[config.mk]
export PLATFORM = sky130hd
export DESIGN_NAME = snes_pad_emu
export DESIGN_NICKNAME = d
export VERILOG_FILES = /design/src/rtl/snes_pkg.sv /design/src/rtl/snes_sync_edge.sv /design/src/rtl/snes_pad_emu.sv
export SDC_FILE = /design/constraint.sdc
export NUM_CORES = 1
export LEC_CHECK = 0
export BUFFER_PORTS_ARGS = -buffer_cell sky130_fd_sc_hd__buf_2
export CAP_MARGIN = 20
export CELL_PAD_IN_SITES_DETAIL_PLACEMENT = 0
export CELL_PAD_IN_SITES_GLOBAL_PLACEMENT = 2
export CORE_MARGIN = 2
export CORE_UTILIZATION = 32
export DETAILED_ROUTE_END_ITERATION = 8
export PLACE_DENSITY_LB_ADDON = 0.05
export RECOVER_POWER = 25
export SYNTH_ARGS = -nofsm -noshare
export SYNTH_HDL_FRONTEND = slang
export SYNTH_SLANG_ARGS = --single-unit
[constraint.sdc]
create_clock -name clk -period 2 [get_ports clk]
set_input_delay 0 -clock clk [delete_from_list [all_inputs] [get_ports clk]]
set_output_delay 0 -clock clk [all_outputs]
set_load 0.1 [all_outputs]
[src/rtl/snes_pkg.sv]
// Shared definitions for the SNES pad link: FSM states, frame length and button bit positions.
// Imported by both the pad emulator and the host reader.
package snes_pkg;

  typedef enum logic [1:0] {
    IDLE  = 2'd0,
    LOAD  = 2'd1,
    SHIFT = 2'd2
  } snes_state_t;

  localparam int SNES_NBITS = 16;

  localparam int BTN_B      = 0;
  localparam int BTN_Y      = 1;
  localparam int BTN_SELECT = 2;
  localparam int BTN_START  = 3;
  localparam int BTN_UP     = 4;
  localparam int BTN_DOWN   = 5;
  localparam int BTN_LEFT   = 6;
  localparam int BTN_RIGHT  = 7;
  localparam int BTN_A      = 8;
  localparam int BTN_X      = 9;
  localparam int BTN_L      = 10;
  localparam int BTN_R      = 11;

endpackage

[src/rtl/snes_sync_edge.sv]
// Synchroniser for one asynchronous host pin followed by a registered edge detector.
// level, rise and fall are all flop outputs, so pin-to-pulse latency is STAGES + 1 cycles.
module snes_sync_edge #(
  parameter int STAGES = 2
) (
  input  logic clk,
  input  logic rst,
  input  logic async_in,
  output logic level,
  output logic rise,
  output logic fall
);

  logic [STAGES-1:0] sync_q;
  logic              prev_q;

  always_ff @(posedge clk) begin
    if (rst) begin
      sync_q <= '0;
      prev_q <= 1'b0;
      rise   <= 1'b0;
      fall   <= 1'b0;
    end else begin
      sync_q <= {sync_q[STAGES-2:0], async_in};
      prev_q <= sync_q[STAGES-1];
      rise   <= sync_q[STAGES-1] & ~prev_q;
      fall   <= ~sync_q[STAGES-1] & prev_q;
    end
  end

  assign level = prev_q;

endmodule

[src/rtl/snes_pad_emu.sv]
// Device end of the SNES pad serial link: latches the button word and shifts it out
// LSB first, active-low, against the host's latch and shift clock.
//
//   state | meaning
//   IDLE  | no frame in flight, data line held high
//   LOAD  | host latch high, shift register tracks ~buttons every cycle
//   SHIFT | frame frozen, one bit advanced per snes_clk rise, stall timer running
module snes_pad_emu
  import snes_pkg::*;
#(
  parameter int SYNC_STAGES = 2,
  parameter int TIMEOUT_CYC = 100000
) (
  input  logic                  clk,
  input  logic                  rst,
  input  logic                  snes_latch,
  input  logic                  snes_clk,
  input  logic [SNES_NBITS-1:0] buttons,
  output logic                  snes_data,
  output logic                  frame_done,
  output logic                  proto_err
);

  localparam int TCW = $clog2(TIMEOUT_CYC);
  localparam logic [TCW-1:0] TO_LAST  = TCW'(TIMEOUT_CYC - 1);
  localparam logic [3:0]     BIT_LAST = 4'(SNES_NBITS - 1);

  logic latch_s, latch_rise, latch_fall;
  logic clk_s, clk_rise, clk_fall;
  logic unused_levels;

  snes_state_t           state;
  logic [SNES_NBITS-1:0] shreg;
  logic [3:0]            bcnt;
  logic [TCW-1:0]        tcnt;

  snes_sync_edge #(.STAGES(SYNC_STAGES)) u_sync_latch (
    .clk      (clk),
    .rst      (rst),
    .async_in (snes_latch),
    .level    (latch_s),
    .rise     (latch_rise),
    .fall     (latch_fall)
  );

  snes_sync_edge #(.STAGES(SYNC_STAGES)) u_sync_clk (
    .clk      (clk),
    .rst      (rst),
    .async_in (snes_clk),
    .level    (clk_s),
    .rise     (clk_rise),
    .fall     (clk_fall)
  );

  // The FSM is purely edge driven; the synchronised levels are kept for debug taps.
  assign unused_levels = latch_s ^ clk_s ^ clk_fall;

  always_ff @(posedge clk) begin
    if (rst) begin
      state      <= IDLE;
      snes_data  <= 1'b1;
      shreg      <= '1;
      bcnt       <= '0;
      tcnt       <= '0;
      frame_done <= 1'b0;
      proto_err  <= 1'b0;
    end else begin
      frame_done <= 1'b0;
      proto_err  <= 1'b0;
      case (state)
        IDLE: begin
          snes_data <= 1'b1;
          if (latch_rise) state <= LOAD;
        end

        LOAD: begin
          shreg     <= ~buttons;
          snes_data <= ~buttons[BTN_B];
          if (clk_rise) proto_err <= 1'b1;
          if (latch_fall) begin
            state <= SHIFT;
            bcnt  <= '0;
            tcnt  <= '0;
          end
        end

        SHIFT: begin
          // A latch restart takes priority and swallows a coincident clock edge.
          if (latch_rise) begin
            proto_err <= 1'b1;
            state     <= LOAD;
          end else if (clk_rise) begin
            tcnt <= '0;
            if (bcnt == BIT_LAST) begin
              snes_data  <= 1'b1;
              shreg      <= '1;
              frame_done <= 1'b1;
              bcnt       <= '0;
              state      <= IDLE;
            end else begin
              shreg     <= {1'b1, shreg[SNES_NBITS-1:1]};
              snes_data <= shreg[1];
              bcnt      <= bcnt + 4'd1;
            end
          end else if (tcnt == TO_LAST) begin
            proto_err <= 1'b1;
            snes_data <= 1'b1;
            state     <= IDLE;
          end else if (tcnt != '1) begin
            tcnt <= tcnt + TCW'(1);
          end
        end

        default: begin
          state     <= IDLE;
          snes_data <= 1'b1;
        end
      endcase
    end
  end

endmodule

# Word-level counts from Yosys, hierarchy flattened

Cells that the tools add are included.

Logic and storage cells: 81
Register bits: 51
Bits of input ports: 20
Output and inout port bits: 3

Reduce and logical (&&, ||, !) cells: 8
Add/sub/neg operators: 2
Bitwise logic cells: 10
Eq/ne operators: 14
Muxes and demuxes: 33

Operators by type and width:

| kind                    | number |
|---|---|
| $mux W17                | 5 |
| $pmux W17 S2            | 1 |
| $mux W16                | 2 |
| $pmux W16 S2            | 1 |
| $add A17 B1 Y17 const B | 1 |
| $eq A17 B17 Y1 const B  | 1 |
| $ne A17 B17 Y1 const B  | 1 |
| $mux W4                 | 4 |
| $not A16 Y16            | 1 |
| $mux W15                | 1 |
| $mux W2                 | 6 |
| $mux W1                 | 9 |
| $ne A3 B2 Y1 const B    | 3 |
| $pmux W4 S2             | 1 |
| $reduce_and A4 Y1       | 2 |
| $ne A2 B1 Y1 const B    | 3 |
| $not A1 Y1              | 6 |
| $pmux W2 S3             | 1 |
| $reduce_and A5 Y1       | 1 |
| $add A4 B1 Y4 const B   | 1 |
| $eq A4 B4 Y1 const B    | 1 |
| $ne A4 B2 Y1 const B    | 1 |
| $ne A4 B4 Y1 const B    | 1 |
| $pmux W1 S2             | 2 |
| other kinds (9)         | 11 |

# Longest topological paths before layout

Depth in word-level cells: 6
Mapped depth: 9
Mapped depth without buffers: 9

# Modules after synthesis

From an unflattened synthesis, not the netlist that was laid out.

Cells, all modules: 266
Area, all modules: 2421.1 µm²

Modules (own cells, without submodules):

| module         | instances | cells each | sequential area each (µm²) | area an instance (µm²) |
|---|---|---|---|---|
| snes_pad_emu   | 1         | 246        | 820.8                      | 2153.3 |
| snes_sync_edge | 2         | 10         | 100.1                      | 133.9 |

# Least setup slack after synthesis

OpenSTA, ideal clock, no wires.

Kind: reg-to-reg
Start: register tcnt[5]
End: register tcnt[15]
Stages on the path, launching flop included: 10
Period minus slack after synthesis: 2.172 ns
Arrival time: 2.048 ns
Setup slack: -0.172 ns
Buffers on the path: 0
Setup time: 0.123 ns
Required time: 1.877 ns
Path through: dfxtp_1 -> nand4_1 -> or3_1 -> nor4_1 -> ha_1 -> a21oi_1 -> nand3_2 -> nor3_1 -> nand4_1 -> mux2_1

Cells in the longest elaborated chain, start to end: 6
Elaborated cells between the ends (all ways): 11
Classes of those cells: 1 x add/sub; 4 x eq/ne; 5 x mux; 1 x reduce/logical

RTL lines:

| element                | RTL line            | text |
|---|---|---|
| from (decl)            | snes_pad_emu.sv:35  | `logic [TCW-1:0] tcnt;` |
| from (signal assigned) | snes_pad_emu.sv:110 | `tcnt <= tcnt + TCW'(1);` |
| $add A17 B1 Y17        | snes_pad_emu.sv:110 |  |
| $mux W17               | snes_pad_emu.sv:109 | `end else if (tcnt != '1) begin` |
| $mux W17               | snes_pad_emu.sv:105 | `end else if (tcnt == TO_LAST) begin` |
| $mux W17               | snes_pad_emu.sv:92  | `end else if (clk_rise) begin` |
| $mux W17               | snes_pad_emu.sv:89  | `if (latch_rise) begin` |
| $pmux W17 S2           | snes_pad_emu.sv:70  | `case (state)` |

Several ways; a longest one is shown, not always the timed one. The select of a mux whose other input is x is not followed.
A chain may end at the register's enable or synchronous reset.

# Final worst setup path

Start: register tcnt[6]
End: register tcnt[15]

Same word-level chain as after synthesis.

==> summary.txt <==
Clock network
  • CTS tree: done
  • Total CTS buffers: 5
  • Clock sink total: 50
  • Clock Latency Late Sink: 0.30 ns
  • # H-tree levels: 2
  • CTS Buffer Depth: 2
  • Worst-path clk slew: 0.09 ns
  • CTS root buf: clkbuf_8

STA
  • Final WS setup: -0.0738 ns
  • Slew @ Worst Pin: 0.839 ns
  • RSZ-0062 raised after global routing: true
  • Skew final: 0.00723 ns
  • Crit share post-route: 1.04
  • Final number of setup-violating endpoints: 3
  • Final worst path period need: 2.07 ns
  • Fmax: 0.482 GHz
  • Max_slew headroom: 0.440
  • Hold Vio Cnt, Final: 0
  • Final Slew Violations: 0

Synth
  • #FFs+latches synth: 50
  • Number of enable flip-flop cells after synthesis: 0
  • Most common cell in the netlist: dfxtp_1
  • Mapped cell area: 2310 sq um
  • Post-synth top cells: 50 x dfxtp_1, 31 x nor2_1, 14 x a211o_1, 14 x a211oi_1
  • Sequential share of the synthesized area: 0.432
  • Synthesized Nets: 286
  • Avg Synthesized Cell Area: 8.94 sq um
  • Synth Warn #: 0
  • Unique cell type count in the Yosys netlist: 47
  • Synth Instances: 259
  • Area leader, netlist: dfxtp_1
  • Synth top area share: 0.432
  • Dominant cells by area after synthesis: dfxtp_1 43%, a211o_1 5.3%, nor2_1 5.0%
  • Main synth FF type: dfxtp_1
  • Share of flip-flops with an asynchronous set or reset: 0

Die
  • Site Rows: 31
  • Core area: 7140 sq um
  • IO Pins: 23
  • Die Wd: 89.1 microns
  • Initial Util: 0.324
  • Die area: 7930 sq um
  • Die H: 89.1 microns

Drt
  • Vias after detailed routing: 2051
  • Vias per inst: 4.83
  • Antenna-violating nets left: 0
  • Iteration-0 DRC count of the detailed router: 48
  • Final Routed Wirelength: 5660 microns
  • DRT Pass-1 Iters: 4
  • Wire per inst: 13.3 microns
  • DRC Markers: 0

Power
  • Gate power share: 0.063
  • Leakage power: 1.12 nW
  • PwrDens: 580 nW/um^2
  • Register share of total power: 0.551
  • P_sw: 0.415 mW
  • Switching Fraction: 0.223
  • Clock group share of total power: 0.386
  • Pint: 1.44 mW
  • Worst vdd ir: 0.244 mV

Layout
  • Final nets: 352
  • Multi-input logic area: 1410 sq um
  • Share of cells above drive strength 1: 0.353
  • # diodes: 0
  • Post-route insts no fill: 425
  • Fillers: 767
  • Area grow syn2layout: 38.4%
  • Sequential cell area: 1010 sq um

Min path
  • Worst hold path type: in -> reg

Worst setup path
  • Critical path buffers and inverters: 2
  • Crit path depth: 7
  • CP arrival: 2.26 ns
  • Reg2reg start: tcnt[6]$_SDFFE_PP0P_
  • Worst setup SP type: register
  • Worst path slowest cell: or4bb_4
  • Critical Path, Cell by Cell: buf_4 > or4bb_4 > nor4_4 > buf_4 > nor3_4 > nand4_1 > mux2_4
  • Cell depth of the worst flop-to-flop path: 7
  • Most Frequent Cell on Critical Path: buf_4
  • Crit. End Element: register
  • Worst path max stage delay: 0.55 ns
  • Top cell family by delay on the critical path: simple AND/OR/NAND/NOR gates
  • R2r setup slk: -0.07 ns
  • WS Path Type: reg -> reg
  • Critical path startpoint: tcnt[6]$_SDFFE_PP0P_
  • Crit path to: tcnt[15]$_SDFFE_PP0P_
  • Critical path peak fanout: 3
  • CP Data Required Time: 2.19 ns
  • Reg2reg end: tcnt[15]$_SDFFE_PP0P_

Place
  • IO buf count: 22
  • Detailed Place HPWL: 3950 microns
  • Setup slack at placement: -0.160 ns
  • Routability Congestion: 0.753
  • Dpl cells: 410

Global routing
  • Gr busiest metal: met2
  • Overall Global Routing Usage: 0.149
  • First-pass GRT wire length: 9160 microns
  • Grt total ovfl: 0
  • Antenna violations before repair: 0
  • GR met2 Demand/Resource: 0.267
  • Number of global-route vias before repair: 1972
  • GRT met3 Usage: 0.0314
  • GR Util met1: 0.178
  • Pin count of the biggest net entering global routing: 29

Run status
  • Violated checks: setup timing
  • Status: finished, violations left

Flow run
  • Max cap viols: 0
## worst register-to-register path: stages (launching register included)
cell and delay (ns):
dfxtp_2 0.33, buf_4 0.13, or4bb_4 0.55, nor4_4 0.32, buf_4 0.17, nor3_4 0.04
nand4_1 0.13, mux2_4 0.31
## sequential cells by signal, summed over array words and instances (netlist names), 2 cells and up
name and count:
u_sync_latch.sync_q 2, shreg 15, tcnt 17, u_sync_clk.sync_q 2, bcnt 4, state 2
## placed cells by master, fill, tap and decap left out, drive strengths merged, types with 2 or more instances in the layout
cell,instances
a211o,14
a211oi,14
a21o,2
a21oi,13
a31oi,2
and2b,2
and3,2
buf,68
clkbuf,8
dfxtp,50
dlygate4sd3,2
ha,7
inv,11
nand2,10
nand2b,4
nand3,13
nand3b,2
nand4,4
nor2,31
nor2b,11
nor3,8
nor3b,2
nor4,8
o21ai,4
or2,2
or3,4
or4,2
xnor2,12
## cell type report
class                   count  share of cell area
multi-input cells         185               0.439
flip-flops and latches     50               0.316
repair buffers             72               0.159
well taps                  99              0.0387
clock buffers               6              0.0227
inverters                  11              0.0129
clock inverters             2              0.0117
## logic make-up (layout without fill, tap and decap cells)
group | count (synthesis) | after routing | synth area share
AO/OA/AOI/OAI | 54 | 54 | 0.168
AND/OR/NAND/NOR | 110 | 110 | 0.264
buffers and inverters | 24 | 91 | 0.0432
XOR/XNOR | 12 | 12 | 0.0454
flip-flops | 50 | 50 | 0.432
adder cells (fa/ha/maj) | 7 | 7 | 0.0378
multiplexers | 2 | 2 | 0.00919
## power groups by stage
stage | Clock (mW) | Sequential [mW] | Combinational, mW
floorplan | 0 | 1.05 | 0.0584
finish | 0.717 | 1.02 | 0.117
global route | 0.788 | 1.03 | 0.130
global placement | 0 | 1.05 | 0.111
CTS | 0.748 | 1.02 | 0.115
detailed placement | 0 | 1.05 | 0.110
## per-stage QoR
stage	util	setup TNS, ns	hold WS (ns)	cell area (sq um)	total power, mW
2_1_floorplan	-	-0.0131	0.128	2330	1.11
3_3_place_gp	0.399	-0.109	0.210	2850	1.16
3_5_place_dp	0.399	-0.611	0.221	2850	1.16
4_1_cts	0.426	-0.230	0.0381	3040	1.89
5_1_grt	0.449	-1.31	0.0876	3200	1.94
6_report	0.449	-0.155	0.0525	3200	1.86
## how the worst min path moves through the flow
stage | start | end | slack (ns) | depth (start not counted)
5_1_grt | buttons[15] | shreg[15]$_SDFFE_PP1P_ | 0.09 | 3
3_3_place_gp | snes_clk | u_sync_clk.sync_q[0]$_SDFF_PP0_ | 0.21 | 2
6_report | buttons[15] | shreg[15]$_SDFFE_PP1P_ | 0.05 | 3
4_1_cts | buttons[15] | shreg[15]$_SDFFE_PP1P_ | 0.04 | 3
2_1_floorplan | snes_clk | u_sync_clk.sync_q[0]$_SDFF_PP0_ | 0.13 | 1
3_5_place_dp | snes_clk | u_sync_clk.sync_q[0]$_SDFF_PP0_ | 0.22 | 2
## repair_timing
item | in CTS | in global routing
pin swaps | 5 | 9
endpoints found under the setup margin | 17 | 20
endpoints found under the hold margin | 2 | 0
setup buffers | 2 | 3
hold buffers | 2 | 0
resized for setup | 13 | 25
## routing by layer
| metal | wire [microns] | up-vias |
|---|---|---|
| met2 | 2820 | 24 |
| li1 | - | 1058 |
| met4 | 75 | 0 |
| met3 | 143 | 6 |
| met5 | 0 | - |
| met1 | 2620 | 963 |
No activity file was read; power rests on OpenSTA's default activity.
